<file path="src/rtl/mbist_march_ctrl.sv">
// mbist_march_ctrl: March C- BIST engine driving a single-port memory with 1-cycle wdata lag and 2-cycle read latency.
module mbist_march_ctrl #(
  parameter int DATA_WIDTH = 8,
  parameter int ADDR_WIDTH = 4,
  parameter int CAPACITY   = 15,
  parameter int CNT_WIDTH  = 8
) (
  input  logic                  clk,
  input  logic                  rst_n,
  input  logic                  start,
  output logic                  mem_write_read,
  output logic [ADDR_WIDTH-1:0] mem_address,
  output logic [DATA_WIDTH-1:0] mem_wdata,
  input  logic [DATA_WIDTH-1:0] mem_rdata,
  output logic                  busy,
  output logic                  done,
  output logic                  fail,
  output logic [CNT_WIDTH-1:0]  fail_count,
  output logic [ADDR_WIDTH-1:0] fail_addr,
  output logic [2:0]            fail_element
);
  typedef enum logic [1:0] {IDLE, SETUP, MARCH, DRAIN} state_t;
  localparam logic [ADDR_WIDTH-1:0] LAST = ADDR_WIDTH'(CAPACITY);
  state_t st, st_n;
  logic [2:0] elem, elem_n;
  logic [ADDR_WIDTH-1:0] addr_n;
  logic [DATA_WIDTH-1:0] wdata_n;
  logic wr_n, drain_cnt, drain_n, done_n, down, adv, last_addr, push, mis;
  logic p1_v, p2_v, p1_bg, p2_bg;
  logic [ADDR_WIDTH-1:0] p1_addr, p2_addr;
  logic [2:0] p1_elem, p2_elem;
  assign busy = st != IDLE;
  assign down = elem >= 3'd3;
  assign adv = elem == 3'd0 || elem == 3'd5 || mem_write_read;
  assign last_addr = down ? mem_address == '0 : mem_address == LAST;
  assign push = st == MARCH && elem != 3'd0 && !mem_write_read;
  assign mis = p2_v && mem_rdata != {DATA_WIDTH{p2_bg}};
  always_comb begin
    st_n = st;
    elem_n = elem;
    addr_n = mem_address;
    wr_n = mem_write_read;
    wdata_n = mem_wdata;
    drain_n = drain_cnt;
    done_n = done;
    case (st)
      IDLE: if (start) begin
        st_n = SETUP;
        done_n = 1'b0;
      end
      SETUP: begin
        st_n = MARCH;
        elem_n = 3'd0;
        wr_n = 1'b1;
      end
      MARCH: if (!adv) wr_n = 1'b1;
      else if (!last_addr) begin
        addr_n = down ? mem_address - ADDR_WIDTH'(1) : mem_address + ADDR_WIDTH'(1);
        wr_n = elem == 3'd0;
      end else if (elem == 3'd5) begin
        st_n = DRAIN;
        drain_n = 1'b0;
        wr_n = 1'b0;
        addr_n = '0;
        wdata_n = '0;
      end else begin
        elem_n = elem + 3'd1;
        addr_n = elem_n >= 3'd3 ? LAST : '0;
        wr_n = 1'b0;
        wdata_n = (elem_n == 3'd1 || elem_n == 3'd3) ? '1 : '0;
      end
      DRAIN: begin
        drain_n = !drain_cnt;
        if (drain_cnt) begin
          st_n = IDLE;
          done_n = 1'b1;
        end
      end
      default: st_n = IDLE;
    endcase
  end
  // Reads are checked two cycles later against the background captured at issue.
  always_ff @(posedge clk or negedge rst_n)
    if (!rst_n) begin
      st <= IDLE;
      elem <= '0;
      drain_cnt <= 1'b0;
      mem_write_read <= 1'b0;
      mem_address <= '0;
      mem_wdata <= '0;
      done <= 1'b0;
      fail <= 1'b0;
      fail_count <= '0;
      fail_addr <= '0;
      fail_element <= '0;
      {p1_v, p1_bg, p1_addr, p1_elem} <= '0;
      {p2_v, p2_bg, p2_addr, p2_elem} <= '0;
    end else begin
      st <= st_n;
      elem <= elem_n;
      drain_cnt <= drain_n;
      mem_write_read <= wr_n;
      mem_address <= addr_n;
      mem_wdata <= wdata_n;
      done <= done_n;
      {p1_v, p1_bg, p1_addr, p1_elem} <= {push, elem == 3'd2 || elem == 3'd4, mem_address, elem};
      {p2_v, p2_bg, p2_addr, p2_elem} <= {p1_v, p1_bg, p1_addr, p1_elem};
      if (st == IDLE && start) begin
        fail <= 1'b0;
        fail_count <= '0;
        fail_addr <= '0;
        fail_element <= '0;
      end else if (mis) begin
        fail <= 1'b1;
        if (fail_count != '1) fail_count <= fail_count + CNT_WIDTH'(1);
        if (!fail) begin
          fail_addr <= p2_addr;
          fail_element <= p2_elem;
        end
      end
    end
endmodule

</file>
<file path="config.mk">
export PLATFORM = sky130hd
export DESIGN_NAME = mbist_march_ctrl
export DESIGN_NICKNAME = d
export VERILOG_FILES = /design/src/rtl/mbist_march_ctrl.sv
export SDC_FILE = /design/constraint.sdc
export NUM_CORES = 1
export LEC_CHECK = 0
export ABC_CLOCK_PERIOD_IN_PS = 5250
export CAP_MARGIN = 20
export CORE_MARGIN = 2
export CORE_UTILIZATION = 50
export CTS_CLUSTER_DIAMETER = 30
export DETAILED_ROUTE_END_ITERATION = 8
export DONT_BUFFER_PORTS = 1
export PLACE_DENSITY_LB_ADDON = 0.05
export SYNTH_ARGS = -nofsm -noshare
export SYNTH_HDL_FRONTEND = slang
export SYNTH_SLANG_ARGS = --single-unit
</file>
<file path="constraint.sdc">
create_clock -name clk -period 5.25 [get_ports clk]
set_clock_uncertainty 0.05 [all_clocks]
set_input_delay 1.05 -clock clk [delete_from_list [all_inputs] [get_ports clk]]
set_output_delay 1.05 -clock clk [all_outputs]
set_load 0.01 [all_outputs]
</file>
==> run summary, run 1 <==
Setup violations, final: 0
number of global-route vias before repair: 1595
Layout fillers: 399
CP cell instances: or4_4, o41ai_4, nor4_2, mux2_1
Post-Syn Nets: 248
Port Buffers: 0
global-route wire length before repair: 7.30 mm
n_diodes: 0
Final Non-Filler Cells: 271
worst path required time: 5.38 ns
most frequent cells in the layout: dfrtp_1 (47), nand2_1 (20), a21oi_1 (20)
clock-pin slew on the worst setup and hold paths: 0.09 ns
Synth Area in Adders: 7.12%
CTS resizes: 0
worst vdd ir: 0.000205 V
Setup CP Type: primary input to flip-flop
setup TNS: 0 ns
DP Cell Count: 263
Mapped Cells: 224
number of synthesized flops with an enable pin: 0
cell family with most CP delay: compound AO/OA/AOI/OAI gates
min cycle time layout: 2.73 ns
Boundary Pins: 42
routed len/inst: 16.2 um
DPL Wire Length: 3.15 mm
core box area: 4660 sq um
Post-Synth XOR/XNOR Area: 0.733%
Lkg Pwr: 1.07 nW
Avg Vias per Cell: 6.07
worst-path fanout max: 16
fin crit share: 51.9%
Tightest Pin Transition: 0.885 ns
clk sinks: 47
GRT Total Usage: 17.5%
hold slack: 0.299 ns
initial antenna violation count: 0
gr ovfl total: 0
Pre-Repair DR Iteration Count: 4
crit path capture type: flip-flop
Post-Route WL: 4.39 mm
Seq/Total Area, Yosys: 49.2%
class of the worst hold path: flip-flop to flip-flop
hold path cells: 0
outcome: finished clean
CP max stage cell: o41ai_4
gp weighted congestion: 0.793
placed instance area: 2370 sq um
Avg Inst Size Synth: 10.7 sq um
CTS tree: yes
clk buf depth: 2
startpoint types: primary input
# rows: 25
Sequential cell area: 1180 sq um
chip height: 73.1 um
Post-synth top flop: dfrtp_1
Worst Reg-to-Reg Cells: 8
Syn-to-layout area delta: 3.20%
layout cells sized above 1: 7.83%
fin nets: 240
mux share of post-synthesis cell area: 5.66%
Initial DRC Count: 78
largest family of logic cells by synthesized area: compound AO/OA/AOI/OAI gates
DRT antenna net count: 0
r2r setup slk: 2.69 ns
R2R Path End: mem_address[3]
post-CTS setup buffer count: 0
root buf cell: clkbuf_8
Worst path max stage delay: 0.80 ns
number of synthesized register bits: 47
area of the die: 5350 sq um
hold_sp: p1_elem[2]
Max Cap Viol: 0
Synth Area in Simple Gates: 15.4%
Multi-input gate area: 1070 sq um
dpl ws: 2.21 ns
f_max: 0.367 GHz
Worst EP arrival: 2.86 ns
worst r2r src: elem[0]
asr flop ratio synth: 100%
setup ws final: 2.52 ns
vias: 1644
Post-Syn Area: 2390 sq um
Fin. Hold Viols: 0
starting density of the core: 51.2%
Post-Route Utilization: 52.9%
DRC viols: 0
H-tree depth: 2
RSZ-0062 raised after global routing: no
Clock Latency Late Sink: 0.29 ns
most common cell after layout, fill and taps aside: dfrtp_1
Die X: 73.1 um
Inserted Clock Buffers: 5
Slew Limit Fails: 0
worst min-delay path endpoint: p2_elem[2]
post-route cell area: 2460 sq um
worst path buffer plus inverter count: 0
total power: 1.01 mW
complex-gate fraction of the synthesized area: 15.7%
hold buffer count at cts: 0
largest net degree at the start of global routing: 48
Synth cell types: 46
Pwr per Cell Area: 409 nW/um^2
relative slew slack: 40.8%
Syn. warnings: 0
[synthesized netlist by cell type (3+ instances only)]
master / n / share of area (%)
o21ai_0: 5 / 1.0
buf_2: 3 / 0.63
nor4_2: 3 / 1.6
inv_1: 13 / 2.0
and3_1: 4 / 1.0
buf_4: 7 / 2.2
nand2_1: 20 / 3.1
mux2i_1: 9 / 3.8
o31ai_1: 10 / 3.1
nor4_1: 3 / 0.79
dfrtp_1: 47 / 49
a21oi_1: 20 / 4.2
nand2b_1: 4 / 1.0
nor2_1: 8 / 1.3
mux2_2: 3 / 1.4
nand3_1: 12 / 2.5
clkbuf_1: 5 / 0.79
ha_1: 12 / 6.3
[cell type report]
cell class	count	area share, %
timing repair buffer	1	0.305
clock buffer	6	3.35
inverter	13	1.98
tap	54	2.74
clock inverter	2	0.660
sequential	47	47.7
multi-input combinational	148	43.2
[routing by layer]
layer | up-vias | track usage, % | share of wire (%) | wire, um
met4 | 0 | 5.76 | 1.9 | 84
met5 | - | 0 | 0 | 0
met2 | 42 | 29.7 | 48 | 2110
li1 | 790 | - | - | -
met3 | 9 | 5.66 | 5.9 | 258
met1 | 803 | 21.0 | 44 | 1930
[logic make-up after synthesis]
logic type / after synthesis
simple gates: 67
compound gates: 53
flops: 47
buf+inv: 29
mux: 13
fa+ha+maj: 13
xor+xnor: 2
[where the power goes]
part / internal [mW] / total (mW) / leakage (nW) / switching [mW]
Combinational: 0.103 / 0.241 / 0.396 / 0.138
Clock: 0.108 / 0.231 / 0.0474 / 0.123
Sequential: 0.434 / 0.536 / 0.622 / 0.102
Total: 0.644 / 1.01 / 1.07 / 0.363
[worst max-delay path by stage]
stage | to | depth (start not counted) | from | slack (ns)
floorplan | fail_count[7] | 4 | mem_rdata[4] | 2.63
global placement | fail_count[7] | 4 | mem_rdata[4] | 2.26
detailed placement | fail_count[7] | 4 | mem_rdata[4] | 2.21
CTS | fail_count[7] | 4 | mem_rdata[4] | 2.54
global route | fail_count[7] | 4 | mem_rdata[4] | 2.47
finish | fail_count[7] | 4 | mem_rdata[4] | 2.52
[sequential cells by signal, summed over array words and instances, names as in the netlist, 2 cells and up]
name / cells
fail_addr: 4
fail_count: 8
p2_elem: 3
p1_addr: 4
p1_elem: 3
mem_address: 4
fail_element: 3
p2_addr: 4
st: 2
elem: 3
No activity file was read; power rests on OpenSTA's default activity.
==> inputs of run 2 (changes only) <==
Settings changed: ABC_CLOCK_PERIOD_IN_PS 5250 to 2600.
Clock period 5.25 ns to 2.6 ns, I/O delays scaled along.
==> run summary, run 2 (synthesis gave the netlist of run 1 again) <==
outcome: finished clean
gp weighted congestion: 0.864 (+9.0%)
RSZ-0062 raised after global routing: no
layout cells sized above 1: 11.5% (+3.7 points)
Post-Route WL: 4.45 mm (+1.6%)
gr ovfl total: 0 (unchanged)
fin nets: 249 (+3.8%)
worst-path fanout max: 8 (-8)
root buf cell: clkbuf_8
area of the die: 5350 sq um (unchanged)
initial antenna violation count: 0 (unchanged)
n_diodes: 0 (unchanged)
GRT Total Usage: 18.3% (+0.75 points)
CTS tree: yes
most frequent cells in the layout: dfrtp_1 (47), nand2_1 (20), a21oi_1 (20)
hold buffer count at cts: 1 (+1)
post-route cell area: 2570 sq um (+4.2%)
Syn-to-layout area delta: 7.54%
most common cell after layout, fill and taps aside: dfrtp_1
vias: 1682 (+2.3%)
Initial DRC Count: 78 (unchanged)
post-CTS setup buffer count: 0 (unchanged)
number of global-route vias before repair: 1650 (+3.4%)
class of the worst hold path: primary input to async pin
Pwr per Cell Area: 840 nW/um^2 (+110%)
Worst Reg-to-Reg Cells: 8 (unchanged)
DPL Wire Length: 3.30 mm (+4.7%)
relative slew slack: 49.9% (+9.1 points)
min cycle time layout: 2.41 ns
starting density of the core: 51.2% (unchanged)
DP Cell Count: 271 (+3.0%)
Layout fillers: 431 (+8.0%)
Setup CP Type: flip-flop to flip-flop
R2R Path End: mem_address[3]
DRT antenna net count: 0 (unchanged)
# rows: 25 (unchanged)
Final Non-Filler Cells: 280 (+3.3%)
DRC viols: 0 (unchanged)
Lkg Pwr: 1.12 nW (+5.6%)
placed instance area: 2430 sq um (+2.5%)
Worst EP arrival: 2.57 ns (-0.29 ns)
global-route wire length before repair: 7.56 mm (+3.6%)
largest net degree at the start of global routing: 48 (unchanged)
clk buf depth: 2 (unchanged)
Tightest Pin Transition: 0.752 ns (-0.134 ns)
Boundary Pins: 42 (unchanged)
Multi-input gate area: 1070 sq um (unchanged)
Reg with most FFs: fail_count
fin crit share: 92.7%
Setup violations, final: 0 (unchanged)
worst vdd ir: 0.000401 V (+95%)
Sequential cell area: 1180 sq um (unchanged)
Max Cap Viol: 0 (unchanged)
Clock Latency Late Sink: 0.29 ns (about the same)
Slew Limit Fails: 0 (unchanged)
routed len/inst: 15.9 um (-1.7%)
core box area: 4660 sq um (unchanged)
startpoint types: flip-flop
Inserted Clock Buffers: 5 (unchanged)
Fin. Hold Viols: 0 (unchanged)
Avg Vias per Cell: 6.01 (-0.98%)
worst path required time: 2.76 ns (-2.62 ns)
clk sinks: 47 (unchanged)
r2r setup slk: 0.19 ns (-2.50 ns)
worst r2r src: elem[0]
H-tree depth: 2 (unchanged)
CTS resizes: 0 (unchanged)
Pre-Repair DR Iteration Count: 4 (unchanged)
f_max: 0.415 GHz
crit path capture type: flip-flop
Die X: 73.1 um (unchanged)
clock-pin slew on the worst setup and hold paths: 0.09 ns (about the same)
max reg flops: 8 (unchanged)
setup TNS: 0 ns (unchanged)
Port Buffers: 0 (unchanged)
chip height: 73.1 um (unchanged)
## run 2: cell types whose count changed in the layout (fill, tap and decap cells not counted), sizes merged
cell	before	now
buf	1	10
bufinv	0	1
clkbuf	6	5
clkinv	1	0
inv	13	14
## run 2: power breakdown
part / switching, mW / leakage [nW] / internal (mW)
sequential: 0.185 / 0.622 / 0.877
combinational: 0.321 / 0.448 / 0.237
clock: 0.247 / 0.0548 / 0.290
total: 0.754 / 1.12 / 1.40
## run 2: cell type report
class,count,share of cell area [%]
clock buffer,5,2.68
clock inverter,3,1.80
inverter,13,1.90
multi-input combinational,148,41.5
sequential,47,45.8
tap,54,2.63
timing repair buffer,10,3.70
## run 2: worst max-delay path by stage
stage	cells after the start	start	slack, ns	to
floorplan	10	elem[2]	0.27	mem_address[3]
global placement	8	elem[0]	0.29	mem_address[3]
detailed placement	8	elem[0]	0.22	mem_address[3]
CTS	8	elem[0]	0.19	mem_address[3]
global route	8	elem[0]	0.03	mem_address[3]
finish	8	elem[0]	0.19	mem_address[3]
## run 2: metal layers
metal | wire, um | share of wire [%] | vias to the layer above | global-route usage, %
li1 | - | - | 813 | -
met5 | 0 | 0 | - | 0
met4 | 34 | 0.76 | 0 | 6.58
met3 | 231 | 5.2 | 4 | 4.83
met2 | 2310 | 52 | 38 | 30.5
met1 | 1880 | 42 | 827 | 22.8
## run 2: per-stage QoR
step                setup slack [ns]  power, mW  utilization (%)  hold slack (ns)
floorplan                      0.268       1.53                -            0.174
detailed placement             0.218       1.62             52.1            0.175
finish                         0.190       2.16             55.1          0.00968
global placement               0.293       1.60             52.1            0.175
CTS                            0.189       2.19             55.1           0.0103
global route                  0.0335       2.33             55.1          0.00790
## run 2: worst max-delay path, cell delays in order (launching register included)
cell	delay [ns]
dfrtp_1	0.47
ha_1	0.23
ha_1	0.18
a211o_1	0.33
ha_1	0.34
a21oi_1	0.17
a21oi_1	0.11
o31a_1	0.28
o221ai_1	0.16
